==> src/rtl/watch_mode_ctrl.sv <==
// Watch front end: key debounce, display mode sequencing, short/long key events, alarm ring/snooze.
// Define WATCH_REPEAT_EN to re-pulse evt_long every REPEAT_CYC cycles while a key stays held.
module watch_mode_ctrl #(
  parameter int DEB_CYC    = 500000,
  parameter int LONG_CYC   = 100000000,
  parameter int REPEAT_CYC = 12500000,
  parameter int RING_SEC   = 60,
  parameter int SNOOZE_SEC = 300
) (
  input  logic       CLOCK_50,
  input  logic       RST_N,
  input  logic [2:0] KEY,
  input  logic       sec_tick,
  input  logic       alarm_match,
  output logic [1:0] mode,
  output logic [1:0] evt_short,
  output logic [1:0] evt_long,
  output logic       ringing,
  output logic       ring_led,
  output logic [1:0] hex_sel
);

  localparam int DW   = $clog2(DEB_CYC + 1);
  localparam int LW   = $clog2(LONG_CYC + 1);
  localparam int SMAX = (RING_SEC > SNOOZE_SEC) ? RING_SEC : SNOOZE_SEC;
  localparam int SW   = $clog2(SMAX + 1);

  typedef enum logic [1:0] {K_IDLE, K_PRESS, K_HELD, K_WAIT} kst_e;
  typedef enum logic [1:0] {R_OFF, R_RING, R_SNOOZE} rst_e;

  logic [2:0]         sync1_q, sync2_q, deb_q, deb_d, debp_q;
  logic [2:0][DW-1:0] dcnt_q, dcnt_d;
  logic               am_q, amp_q;
  logic [2:0]         press, consume;
  logic               rise, mchg;

  kst_e               kst_q [2];
  kst_e               kst_d [2];
  logic [1:0][LW-1:0] kcnt_q, kcnt_d;
  logic [1:0]         es_q, es_d, el_q, el_d;
  logic [1:0]         mode_q, mode_d, hex_q;

  rst_e               rs_q, rs_d;
  logic [SW-1:0]      scnt_q, scnt_d;
  logic               led_q, led_d, ring_q;

`ifdef WATCH_REPEAT_EN
  localparam int RW = $clog2(REPEAT_CYC + 1);
  logic [1:0][RW-1:0] rpt_q, rpt_d;
`endif

  always_comb begin
    for (int k = 0; k < 3; k++) begin
      deb_d[k]  = deb_q[k];
      dcnt_d[k] = '0;
      if (sync2_q[k] != deb_q[k]) begin
        if (dcnt_q[k] == DW'(DEB_CYC - 1)) deb_d[k] = sync2_q[k];
        else dcnt_d[k] = dcnt_q[k] + 1'b1;
      end
    end
  end

  assign press = debp_q & ~deb_q;
  assign rise  = am_q & ~amp_q;

  always_comb begin
    rs_d    = rs_q;
    scnt_d  = scnt_q;
    led_d   = 1'b0;
    consume = 3'b000;
    if (rise) begin
      rs_d    = R_RING;
      scnt_d  = '0;
      consume = press;
    end else begin
      unique case (rs_q)
        R_RING: begin
          consume = press;
          if (press[1] | press[2]) begin
            rs_d = R_OFF;
          end else if (press[0]) begin
            rs_d   = R_SNOOZE;
            scnt_d = '0;
          end else if (sec_tick) begin
            if (scnt_q == SW'(RING_SEC - 1)) begin
              rs_d = R_OFF;
            end else begin
              scnt_d = scnt_q + 1'b1;
              led_d  = ~led_q;
            end
          end else begin
            led_d = led_q;
          end
        end
        R_SNOOZE: begin
          if (press[1]) begin
            rs_d       = R_OFF;
            consume[1] = 1'b1;
          end else if (sec_tick) begin
            if (scnt_q == SW'(SNOOZE_SEC - 1)) begin
              rs_d   = R_RING;
              scnt_d = '0;
            end else begin
              scnt_d = scnt_q + 1'b1;
            end
          end
        end
        default: ;
      endcase
    end
  end

  assign mchg   = press[2] & ~consume[2];
  assign mode_d = mchg ? mode_q + 2'd1 : mode_q;

  always_comb begin
    for (int k = 0; k < 2; k++) begin
      kst_d[k]  = kst_q[k];
      kcnt_d[k] = kcnt_q[k];
      es_d[k]   = 1'b0;
      el_d[k]   = 1'b0;
`ifdef WATCH_REPEAT_EN
      rpt_d[k]  = rpt_q[k];
`endif
      // A consumed press or a mode step swallows this key until released
      if (consume[k] || mchg) begin
        kst_d[k] = K_WAIT;
      end else begin
        unique case (kst_q[k])
          K_IDLE: begin
            if (press[k]) begin
              kst_d[k]  = K_PRESS;
              kcnt_d[k] = '0;
            end
          end
          K_PRESS: begin
            if (deb_q[k]) begin
              es_d[k]  = 1'b1;
              kst_d[k] = K_IDLE;
            end else if (kcnt_q[k] == LW'(LONG_CYC - 2)) begin
              el_d[k]  = 1'b1;
              kst_d[k] = K_HELD;
`ifdef WATCH_REPEAT_EN
              rpt_d[k] = '0;
`endif
            end else begin
              kcnt_d[k] = kcnt_q[k] + 1'b1;
            end
          end
          K_HELD: begin
            if (deb_q[k]) begin
              kst_d[k] = K_IDLE;
            end
`ifdef WATCH_REPEAT_EN
            else if (rpt_q[k] == RW'(REPEAT_CYC - 1)) begin
              el_d[k]  = 1'b1;
              rpt_d[k] = '0;
            end else begin
              rpt_d[k] = rpt_q[k] + 1'b1;
            end
`endif
          end
          default: begin
            if (deb_q[k]) kst_d[k] = K_IDLE;
          end
        endcase
      end
    end
  end

  always_ff @(posedge CLOCK_50) begin
    if (!RST_N) begin
      sync1_q <= 3'b111;
      sync2_q <= 3'b111;
      deb_q   <= 3'b111;
      debp_q  <= 3'b111;
      dcnt_q  <= '0;
      am_q    <= 1'b0;
      amp_q   <= 1'b0;
      kst_q   <= '{K_IDLE, K_IDLE};
      kcnt_q  <= '0;
      es_q    <= '0;
      el_q    <= '0;
      mode_q  <= '0;
      hex_q   <= '0;
      rs_q    <= R_OFF;
      scnt_q  <= '0;
      led_q   <= 1'b0;
      ring_q  <= 1'b0;
`ifdef WATCH_REPEAT_EN
      rpt_q   <= '0;
`endif
    end else begin
      sync1_q <= KEY;
      sync2_q <= sync1_q;
      deb_q   <= deb_d;
      debp_q  <= deb_q;
      dcnt_q  <= dcnt_d;
      am_q    <= alarm_match;
      amp_q   <= am_q;
      kst_q   <= kst_d;
      kcnt_q  <= kcnt_d;
      es_q    <= es_d;
      el_q    <= el_d;
      mode_q  <= mode_d;
      hex_q   <= (rs_d == R_RING) ? 2'd3 : mode_d;
      rs_q    <= rs_d;
      scnt_q  <= scnt_d;
      led_q   <= led_d;
      ring_q  <= (rs_d == R_RING);
`ifdef WATCH_REPEAT_EN
      rpt_q   <= rpt_d;
`endif
    end
  end

  assign mode      = mode_q;
  assign evt_short = es_q;
  assign evt_long  = el_q;
  assign ringing   = ring_q;
  assign ring_led  = led_q;
  assign hex_sel   = hex_q;

endmodule
==> config.mk <==
export PLATFORM = sky130hd
export DESIGN_NAME = watch_mode_ctrl
export DESIGN_NICKNAME = d
export VERILOG_FILES = /design/src/rtl/watch_mode_ctrl.sv
export SDC_FILE = /design/constraint.sdc
export NUM_CORES = 1
export LEC_CHECK = 0
export CAP_MARGIN = 5
export CORE_MARGIN = 2
export CORE_UTILIZATION = 55
export CTS_CLUSTER_SIZE = 14
export DETAILED_ROUTE_END_ITERATION = 6
export DONT_BUFFER_PORTS = 1
export HOLD_SLACK_MARGIN = 0.05
export PLACE_DENSITY = 0.78
export SLEW_MARGIN = 20
export SYNTH_ARGS = -nofsm -noshare
export SYNTH_HDL_FRONTEND = slang
export SYNTH_SLANG_ARGS = --single-unit
==> constraint.sdc <==
create_clock -name CLOCK_50 -period 2.6 [get_ports CLOCK_50]
set_input_delay 0.26 -clock CLOCK_50 [delete_from_list [all_inputs] [get_ports CLOCK_50]]
set_output_delay 0.26 -clock CLOCK_50 [all_outputs]
set_load 0.03 [all_outputs]
==> report_table.html, run 1 <==
<table>
<tr><th>Metric</th><th>Value</th></tr>
<tr><th colspan="2">Run status</th></tr>
<tr><td>Result of the run</td><td>completed</td></tr>
<tr><th colspan="2">STA</th></tr>
<tr><td>Worst slew pin tran</td><td>0.913 ns</td></tr>
<tr><td>Period Utilization, post-route</td><td>92.7%</td></tr>
<tr><td>Final Hold Violating Endpoints</td><td>0</td></tr>
<tr><td>Final worst clock skew</td><td>0.00712 ns</td></tr>
<tr><td>Max-Slew Margin vs Limit</td><td>38.9%</td></tr>
<tr><td>Number of pins exceeding their max-slew limit in the final report</td><td>0</td></tr>
<tr><td># setup viols final</td><td>0</td></tr>
<tr><td>Setup repair after global routing missed its margin</td><td>no</td></tr>
<tr><td>TNS Setup</td><td>0 ns</td></tr>
<tr><td>Final Critical Period</td><td>2.41 ns</td></tr>
<tr><td>Max Fclk</td><td>0.415 GHz</td></tr>
<tr><th colspan="2">Placement</th></tr>
<tr><td>Weighted congestion at the end of routability-driven global placement</td><td>0.895</td></tr>
<tr><td>Post-DP HPWL</td><td>10.2 mm</td></tr>
<tr><td>Count of input and output buffers</td><td>0</td></tr>
<tr><td>Number of placed instances, taps included</td><td>1,022</td></tr>
<tr><th colspan="2">Critical path</th></tr>
<tr><td>Data arrival, critical path</td><td>2.76 ns</td></tr>
<tr><td>Slowest cell on the critical path</td><td>dfxtp_1</td></tr>
<tr><td>Library cell appearing most often on the critical path</td><td>or4_4</td></tr>
<tr><td>Element type at the critical path start</td><td>flop</td></tr>
<tr><td>CP Buf/Inv Count</td><td>0</td></tr>
<tr><td>Worst path top cell family by delay</td><td>simple AND/OR/NAND/NOR gates</td></tr>
<tr><td>Type of the setup path with the least slack</td><td>reg2reg</td></tr>
<tr><td>List of cells traversed by the critical path</td><td>o21bai_4 -&gt; or4_4 -&gt; or4_4 -&gt; or4b_1 -&gt; a21oi_1</td></tr>
<tr><td>Delay of the slowest cell on the worst path</td><td>0.53 ns</td></tr>
<tr><td>Data required time of the worst path</td><td>2.95 ns</td></tr>
<tr><td>Maximum net fanout on the critical path</td><td>14</td></tr>
<tr><td>Kind of end point of the critical path</td><td>flop</td></tr>
<tr><th colspan="2">Global route</th></tr>
<tr><td>Final global-route overflow total</td><td>0</td></tr>
<tr><td>Via count of the first global-routing pass</td><td>5,781</td></tr>
<tr><td>Global-route wire length before repair</td><td>26.3 mm</td></tr>
<tr><td>Global Route Usage Sum</td><td>22.5%</td></tr>
<tr><td>Largest net degree at the start of global routing</td><td>35</td></tr>
<tr><td>Antenna violations before repair</td><td>0</td></tr>
<tr><th colspan="2">Power and ir drop</th></tr>
<tr><td>Power per cell area</td><td>616 nW/um2</td></tr>
<tr><td>Lkg Pwr</td><td>2.61 nW</td></tr>
<tr><td>Total design power</td><td>5.03 mW</td></tr>
<tr><td>Worst-case vdd ir drop</td><td>0.000348 V</td></tr>
<tr><th colspan="2">Die</th></tr>
<tr><td># IOs</td><td>17</td></tr>
<tr><td>Standard-cell rows</td><td>42</td></tr>
<tr><td>Placeable core region</td><td>13,100 um2</td></tr>
<tr><td>Die height</td><td>119 um</td></tr>
<tr><td>Die footprint</td><td>14,200 um2</td></tr>
<tr><td>Horiz. Die Dim</td><td>119 um</td></tr>
<tr><td>Initial cell density of the core</td><td>55.7%</td></tr>
<tr><th colspan="2">CTS</th></tr>
<tr><td>Insertion delay to the later sink of the worst-skew pair</td><td>0.42 ns</td></tr>
<tr><td>Buffer type at the clock tree root</td><td>clkbuf_16</td></tr>
<tr><td>TritonCTS clock tree</td><td>done</td></tr>
<tr><td>Number of H-tree branching levels</td><td>4</td></tr>
<tr><td>Clock transition at path regs</td><td>0.06 ns</td></tr>
<tr><td>Clock Sink Count</td><td>150</td></tr>
<tr><td>Number of buffers inserted to repair setup after CTS</td><td>0</td></tr>
<tr><td>Maximum number of buffers from clock root to sink</td><td>2</td></tr>
<tr><td>Cts bufs inserted</td><td>17</td></tr>
<tr><th colspan="2">Synth</th></tr>
<tr><td>Number of different library cells in the post-synthesis netlist</td><td>63</td></tr>
<tr><td>Post-Syn Instances</td><td>866</td></tr>
<tr><td>Sequential cell area fraction in the yosys report</td><td>41.2%</td></tr>
<tr><td>Dominant synthesized flop cell</td><td>dfxtp_1</td></tr>
<tr><td>Number of synthesized flops with an enable pin</td><td>0</td></tr>
<tr><td>Synthesized Nets</td><td>883</td></tr>
<tr><td>Average size of a mapped cell</td><td>8.42 um2</td></tr>
<tr><td>Yosys warnings</td><td>0</td></tr>
<tr><td>#FFs+latches synth</td><td>150</td></tr>
<tr><td>Summed instance area of the synthesized netlist</td><td>7290 um2</td></tr>
<tr><td>Fraction of synthesis flops using an asynchronous set or reset pin</td><td>0%</td></tr>
<tr><th colspan="2">Finish</th></tr>
<tr><td>Area occupied by multi-input gates</td><td>4040 um2</td></tr>
<tr><td>Number of antenna cells inserted</td><td>0</td></tr>
<tr><td>Number of nets in the finished design</td><td>888</td></tr>
<tr><td>Number of filler cells placed in the layout</td><td>1,109</td></tr>
<tr><td>Most common library cell in the layout ignoring fill and taps</td><td>dfxtp_1</td></tr>
<tr><td>Top library cells by usage in the layout, fill and taps aside</td><td>dfxtp_1, nor2_1, nand2_1</td></tr>
<tr><td>Non-filler cells, final</td><td>1,060</td></tr>
<tr><td>Growth of design area from synthesis to finish</td><td>12.0%</td></tr>
<tr><td>Share of post-route cells with drive strength above 1</td><td>7.58%</td></tr>
<tr><td>Sequential cell area in the final layout</td><td>3000 um2</td></tr>
<tr><td>Final core occ</td><td>62.4%</td></tr>
<tr><th colspan="2">Drt</th></tr>
<tr><td>Number of vias in the routed layout</td><td>6,212</td></tr>
<tr><td>Wire length reported by the detailed router</td><td>15.2 mm</td></tr>
<tr><td>Drt pass-1 iters</td><td>6</td></tr>
<tr><td>Detailed-route vias per instance</td><td>5.86</td></tr>
<tr><td>Antenna violation net count after detailed routing</td><td>0</td></tr>
<tr><td>DRC viols</td><td>0</td></tr>
<tr><td>Starting DRT DRC Count</td><td>479</td></tr>
<tr><td>Routed wirelength normalized by instance count</td><td>14.3 um</td></tr>
<tr><th colspan="2">Min path</th></tr>
<tr><td>Worst hold path type</td><td>in2reg</td></tr>
<tr><th colspan="2">Run</th></tr>
<tr><td>Number of max-cap violations</td><td>0</td></tr>
</table>
==> cell usage after synthesis (16+ instances only) <==
master	number	area (um2)
dfxtp_1	150	3000
nor2_1	93	349
nand2_1	75	282
a21oi_1	51	255
nand3_1	45	225
nand4_1	36	225
xor2_1	34	298
o21ai_0	29	145
or3_1	29	181
nor4_1	27	169
clkbuf_1	26	97.6
inv_1	26	97.6
xnor2_1	24	210
or4_1	21	158
o31ai_1	19	143
nor3_1	17	85.1
and4_1	16	140
==> flip-flops by register name, indices dropped and copies added, names as in the netlist, 3 cells and up <==
name and flops:
deb_q 3, dcnt_q 57, sync1_q 3, debp_q 3, kst_q 4, kcnt_q 54
sync2_q 3, scnt_q 9
==> layer usage <==
metal / part of all wire [%] / vias up / track usage (%)
li1: - / 3168 / -
met1: 49 / 2872 / 30.4
met2: 45 / 147 / 34.5
met3: 5.0 / 25 / 5.46
met4: 1.9 / 0 / 8.78
met5: 0 / - / 0
==> cell type report <==
cell class,count,area share [%]
inverter,26,1.19
sequential,150,36.8
clock inverter,11,2.11
timing repair buffer,22,2.21
multi-input combinational,654,49.4
tap,176,2.70
clock buffer,21,5.64
==> power breakdown <==
| part | total (mW) | switching [mW] | leakage [nW] | internal (mW) |
|---|---|---|---|---|
| Sequential | 2.33 | 0.0170 | 1.21 | 2.31 |
| Combinational | 0.102 | 0.0646 | 1.09 | 0.0369 |
| Clock | 2.60 | 0.938 | 0.308 | 1.66 |
==> final timing paths <==
check                        startpoint                       to  slack, ns  cells past startpoint
hold reg to reg   sync1_q[1]$_SDFF_PN1_    sync2_q[1]$_SDFF_PN1_       0.41                      1
hold / removal                    RST_N  kcnt_q[34]$_SDFFE_PN0P_       0.08                      2
setup / recovery  kst_q[2]$_SDFFE_PN0P_  kcnt_q[26]$_SDFFE_PN0P_       0.19                      5
setup reg to reg  kst_q[2]$_SDFFE_PN0P_  kcnt_q[26]$_SDFFE_PN0P_       0.19                      5
==> worst register-to-register path, cell delays in order (launching register included) <==
cell      delay (ns)
dfxtp_1         0.53
o21bai_4        0.12
or4_4           0.52
or4_4           0.52
or4b_1          0.53
a21oi_1         0.14
==> per-stage QoR <==
| step | setup slack, ns | hold slack, ns | instance area (um2) |
|---|---|---|---|
| after floorplan | 0.303 | 0.361 | 7290 |
| after global placement | 0.249 | 0.331 | 7480 |
| after detailed placement | 0.206 | 0.337 | 7480 |
| final | 0.189 | 0.0836 | 8170 |
| after global routing | 0.0644 | 0.0703 | 8170 |
| after CTS | 0.191 | 0.0660 | 8170 |
==> kinds of logic after synthesis <==
family	after synthesis	share of synthesized area, %
simple gates	429	32.0
flops	150	41.2
compound gates	144	12.6
buf+inv	62	3.69
xor+xnor	58	6.97
mux	13	1.78
fa+ha+maj	10	1.72
==> what timing repair did <==
action	in CTS	in global routing
hold buffers	6	0
hold endpoints to repair	25	0
resized for setup	0	0
Power figures use the tool's default switching activity.
==> inputs of run 2 (changes only) <==
--- a/config.mk
+++ b/config.mk
@@ -12,7 +12,7 @@
 export DETAILED_ROUTE_END_ITERATION = 6
 export DONT_BUFFER_PORTS = 1
 export HOLD_SLACK_MARGIN = 0.05
-export PLACE_DENSITY = 0.78
+export PLACE_DENSITY = 0.81
 export SLEW_MARGIN = 20
 export SYNTH_ARGS = -nofsm -noshare
 export SYNTH_HDL_FRONTEND = slang
==> constraint.sdc (replaced) <==
create_clock -name CLOCK_50 -period 2.1 [get_ports CLOCK_50]
set_input_delay 0.21 -clock CLOCK_50 [delete_from_list [all_inputs] [get_ports CLOCK_50]]
set_output_delay 0.21 -clock CLOCK_50 [all_outputs]
set_load 0.03 [all_outputs]
==> report_table.html, run 2 (synthesis gave the netlist of run 1 again) <==
<table>
<tr><th>Metric</th><th>Value</th></tr>
<tr><th colspan="2">Placement</th></tr>
<tr><td>Post-DP HPWL</td><td>11.3 mm</td></tr>
<tr><td>Worst setup slack after placement</td><td>-0.193 ns</td></tr>
<tr><td>Number of placed instances, taps included</td><td>1,080</td></tr>
<tr><td>Weighted congestion at the end of routability-driven global placement</td><td>0.901</td></tr>
<tr><td>Count of input and output buffers</td><td>0</td></tr>
<tr><th colspan="2">Finish</th></tr>
<tr><td>Registers with the most flip-flops</td><td>dcnt_q (57), kcnt_q (54), scnt_q (9)</td></tr>
<tr><td>Sequential cell area in the final layout</td><td>3010 um2</td></tr>
<tr><td>Growth of design area from synthesis to finish</td><td>23.0%</td></tr>
<tr><td>Final core occ</td><td>68.6%</td></tr>
<tr><td>Top reg by flops</td><td>dcnt_q</td></tr>
<tr><td>Number of nets in the finished design</td><td>960</td></tr>
<tr><td>Area occupied by multi-input gates</td><td>4210 um2</td></tr>
<tr><td>Flip-flop count of the largest register after layout</td><td>57</td></tr>
<tr><td>Top library cells by usage in the layout, fill and taps aside</td><td>dfxtp_1, nor2_1, nand2_1</td></tr>
<tr><td>Number of antenna cells inserted</td><td>0</td></tr>
<tr><td>Share of post-route cells with drive strength above 1</td><td>17.3%</td></tr>
<tr><td>Non-filler cells, final</td><td>1,130</td></tr>
<tr><td>Number of filler cells placed in the layout</td><td>989</td></tr>
<tr><td>Most common library cell in the layout ignoring fill and taps</td><td>dfxtp_1</td></tr>
<tr><th colspan="2">STA</th></tr>
<tr><td>Number of pins exceeding their max-slew limit in the final report</td><td>0</td></tr>
<tr><td>Setup repair after global routing missed its margin</td><td>yes</td></tr>
<tr><td>Max-Slew Margin vs Limit</td><td>52.7%</td></tr>
<tr><td>Worst Setup Slack, final</td><td>-0.187 ns</td></tr>
<tr><td>Smallest hold slack</td><td>0.0724 ns</td></tr>
<tr><td># setup viols final</td><td>8</td></tr>
<tr><td>Period Utilization, post-route</td><td>109%</td></tr>
<tr><td>Final Critical Period</td><td>2.29 ns</td></tr>
<tr><td>Worst slew pin tran</td><td>0.709 ns</td></tr>
<tr><td>Max Fclk</td><td>0.437 GHz</td></tr>
<tr><td>Final Hold Violating Endpoints</td><td>0</td></tr>
<tr><td>Final worst clock skew</td><td>0.00635 ns</td></tr>
<tr><th colspan="2">Critical path</th></tr>
<tr><td>Maximum net fanout on the critical path</td><td>5</td></tr>
<tr><td>Worst path top cell family by delay</td><td>simple AND/OR/NAND/NOR gates</td></tr>
<tr><td>Delay of the slowest cell on the worst path</td><td>0.55 ns</td></tr>
<tr><td>Library cell appearing most often on the critical path</td><td>or4_4</td></tr>
<tr><td>Kind of end point of the critical path</td><td>flop</td></tr>
<tr><td>Slowest cell on the critical path</td><td>or4_4</td></tr>
<tr><td>Data required time of the worst path</td><td>2.47 ns</td></tr>
<tr><td>Number of cells traversed by the worst register-to-register path</td><td>6</td></tr>
<tr><td>Data arrival, critical path</td><td>2.65 ns</td></tr>
<tr><td>List of cells traversed by the critical path</td><td>o21bai_4 -&gt; or4_4 -&gt; or4_4 -&gt; buf_6 -&gt; or3b_4 -&gt; a21oi_2</td></tr>
<tr><td>Depth of the critical timing path with buffers and inverters included</td><td>6</td></tr>
<tr><td>Type of the setup path with the least slack</td><td>reg2reg</td></tr>
<tr><td>Element type at the critical path start</td><td>flop</td></tr>
<tr><td>CP Buf/Inv Count</td><td>1</td></tr>
<tr><th colspan="2">CTS</th></tr>
<tr><td>Number of H-tree branching levels</td><td>4</td></tr>
<tr><td>Insertion delay to the later sink of the worst-skew pair</td><td>0.43 ns</td></tr>
<tr><td>Clock transition at path regs</td><td>0.06 ns</td></tr>
<tr><td>TritonCTS clock tree</td><td>done</td></tr>
<tr><td>Maximum number of buffers from clock root to sink</td><td>2</td></tr>
<tr><td>Cts bufs inserted</td><td>17</td></tr>
<tr><td>Buffer type at the clock tree root</td><td>clkbuf_16</td></tr>
<tr><td>Clock Sink Count</td><td>150</td></tr>
<tr><th colspan="2">Die</th></tr>
<tr><td># IOs</td><td>17</td></tr>
<tr><td>Initial cell density of the core</td><td>55.7%</td></tr>
<tr><td>Die footprint</td><td>14,200 um2</td></tr>
<tr><td>Placeable core region</td><td>13,100 um2</td></tr>
<tr><td>Standard-cell rows</td><td>42</td></tr>
<tr><td>Horiz. Die Dim</td><td>119 um</td></tr>
<tr><td>Die height</td><td>119 um</td></tr>
<tr><th colspan="2">Drt</th></tr>
<tr><td>Routed wirelength normalized by instance count</td><td>15.9 um</td></tr>
<tr><td>Number of vias in the routed layout</td><td>6,824</td></tr>
<tr><td>Starting DRT DRC Count</td><td>677</td></tr>
<tr><td>Drt pass-1 iters</td><td>6</td></tr>
<tr><td>DRC viols</td><td>0</td></tr>
<tr><td>Detailed-route vias per instance</td><td>6.04</td></tr>
<tr><td>Wire length reported by the detailed router</td><td>17.9 mm</td></tr>
<tr><td>Antenna violation net count after detailed routing</td><td>0</td></tr>
<tr><th colspan="2">Run</th></tr>
<tr><td>Number of max-cap violations</td><td>0</td></tr>
<tr><th colspan="2">Power and ir drop</th></tr>
<tr><td>Power per cell area</td><td>697 nW/um2</td></tr>
<tr><td>Worst-case vdd ir drop</td><td>0.000702 V</td></tr>
<tr><td>Lkg Pwr</td><td>3.00 nW</td></tr>
<tr><th colspan="2">Global route</th></tr>
<tr><td>Final global-route overflow total</td><td>0</td></tr>
<tr><td>Global Route Usage Sum</td><td>25.0%</td></tr>
<tr><td>Via count of the first global-routing pass</td><td>6,359</td></tr>
<tr><td>Largest net degree at the start of global routing</td><td>35</td></tr>
<tr><td>Antenna violations before repair</td><td>0</td></tr>
<tr><td>Global-route wire length before repair</td><td>29.1 mm</td></tr>
<tr><th colspan="2">Min path</th></tr>
<tr><td>Worst hold path type</td><td>in2reg</td></tr>
<tr><td>Cell depth of the worst hold path</td><td>3</td></tr>
<tr><th colspan="2">Run status</th></tr>
<tr><td>Result of the run</td><td>complete, but fails checks</td></tr>
<tr><td>Violated checks</td><td>negative setup slack</td></tr>
</table>
[run 2: changes by cell type in the layout (fill, tap and decap cells not counted), sizes merged]
cell | previous run | this run
inv | 27 | 26
dlygate4sd3 | 6 | 10
or4 | 24 | 25
clkinv | 5 | 4
buf | 16 | 79
dlymetal6s4s | 0 | 1
clkbuf | 21 | 24
[run 2: power by group]
group          internal, mW  total (mW)  switching, mW  leakage (nW)
registers              2.86        2.88         0.0204          1.21
logic                0.0697       0.167         0.0976          1.49
clock network          2.03        3.20           1.17         0.299
total                  4.97        6.25           1.28          3.00
[run 2: metal layers]
layer,global-route usage (%),part of all wire (%)
met1,31.2,44
met5,0,0
met2,41.5,49
met4,9.75,1.8
met3,6.42,5.5
[run 2: through the flow]
stage / area [um2] / total power, mW / TNS [ns]
2_1_floorplan: 7360 / 3.04 / -0.491
3_3_place_gp: 7990 / 3.07 / -0.805
3_5_place_dp: 7990 / 3.08 / -1.38
4_1_cts: 8780 / 6.27 / -1.05
5_1_grt: 8970 / 6.41 / -1.32
6_report: 8970 / 6.25 / -0.859
[run 2: timing repair]
item / in CTS / in global routing
gates cloned: 1 / 3
pin swaps: 5 / 7
endpoints found under the setup margin: 17 / 70
buffers inserted: 2 / 3
gates resized for setup: 15 / 22
hold endpoints to repair: 27 / 0
hold buffers: 11 / 0
[run 2: final cells by class]
class | count | area share (%)
multi-input combinational | 655 | 47.0
sequential | 150 | 33.6
timing repair buffer | 93 | 9.11
clock buffer | 21 | 5.13
tap | 176 | 2.45
clock inverter | 9 | 1.69
inverter | 26 | 1.09
[run 2: worst paths after layout]
path	from	endpoint	slack (ns)
setup / recovery	kst_q[3]$_SDFFE_PN0P_	kcnt_q[20]$_SDFFE_PN0P_	-0.19
hold / removal	sec_tick	ring_led$_SDFFE_PP0P_	0.07
setup reg to reg	kst_q[3]$_SDFFE_PN0P_	kcnt_q[20]$_SDFFE_PN0P_	-0.19
hold reg to reg	dcnt_q[38]$_SDFF_PP0_	dcnt_q[38]$_SDFF_PP0_	0.47
[run 2: worst reg2reg max path: stages, from the launching register on]
cell      delay [ns]
dfxtp_2         0.32
o21bai_4        0.17
or4_4           0.55
or4_4           0.55
buf_6           0.14
or3b_4          0.36
a21oi_2         0.12
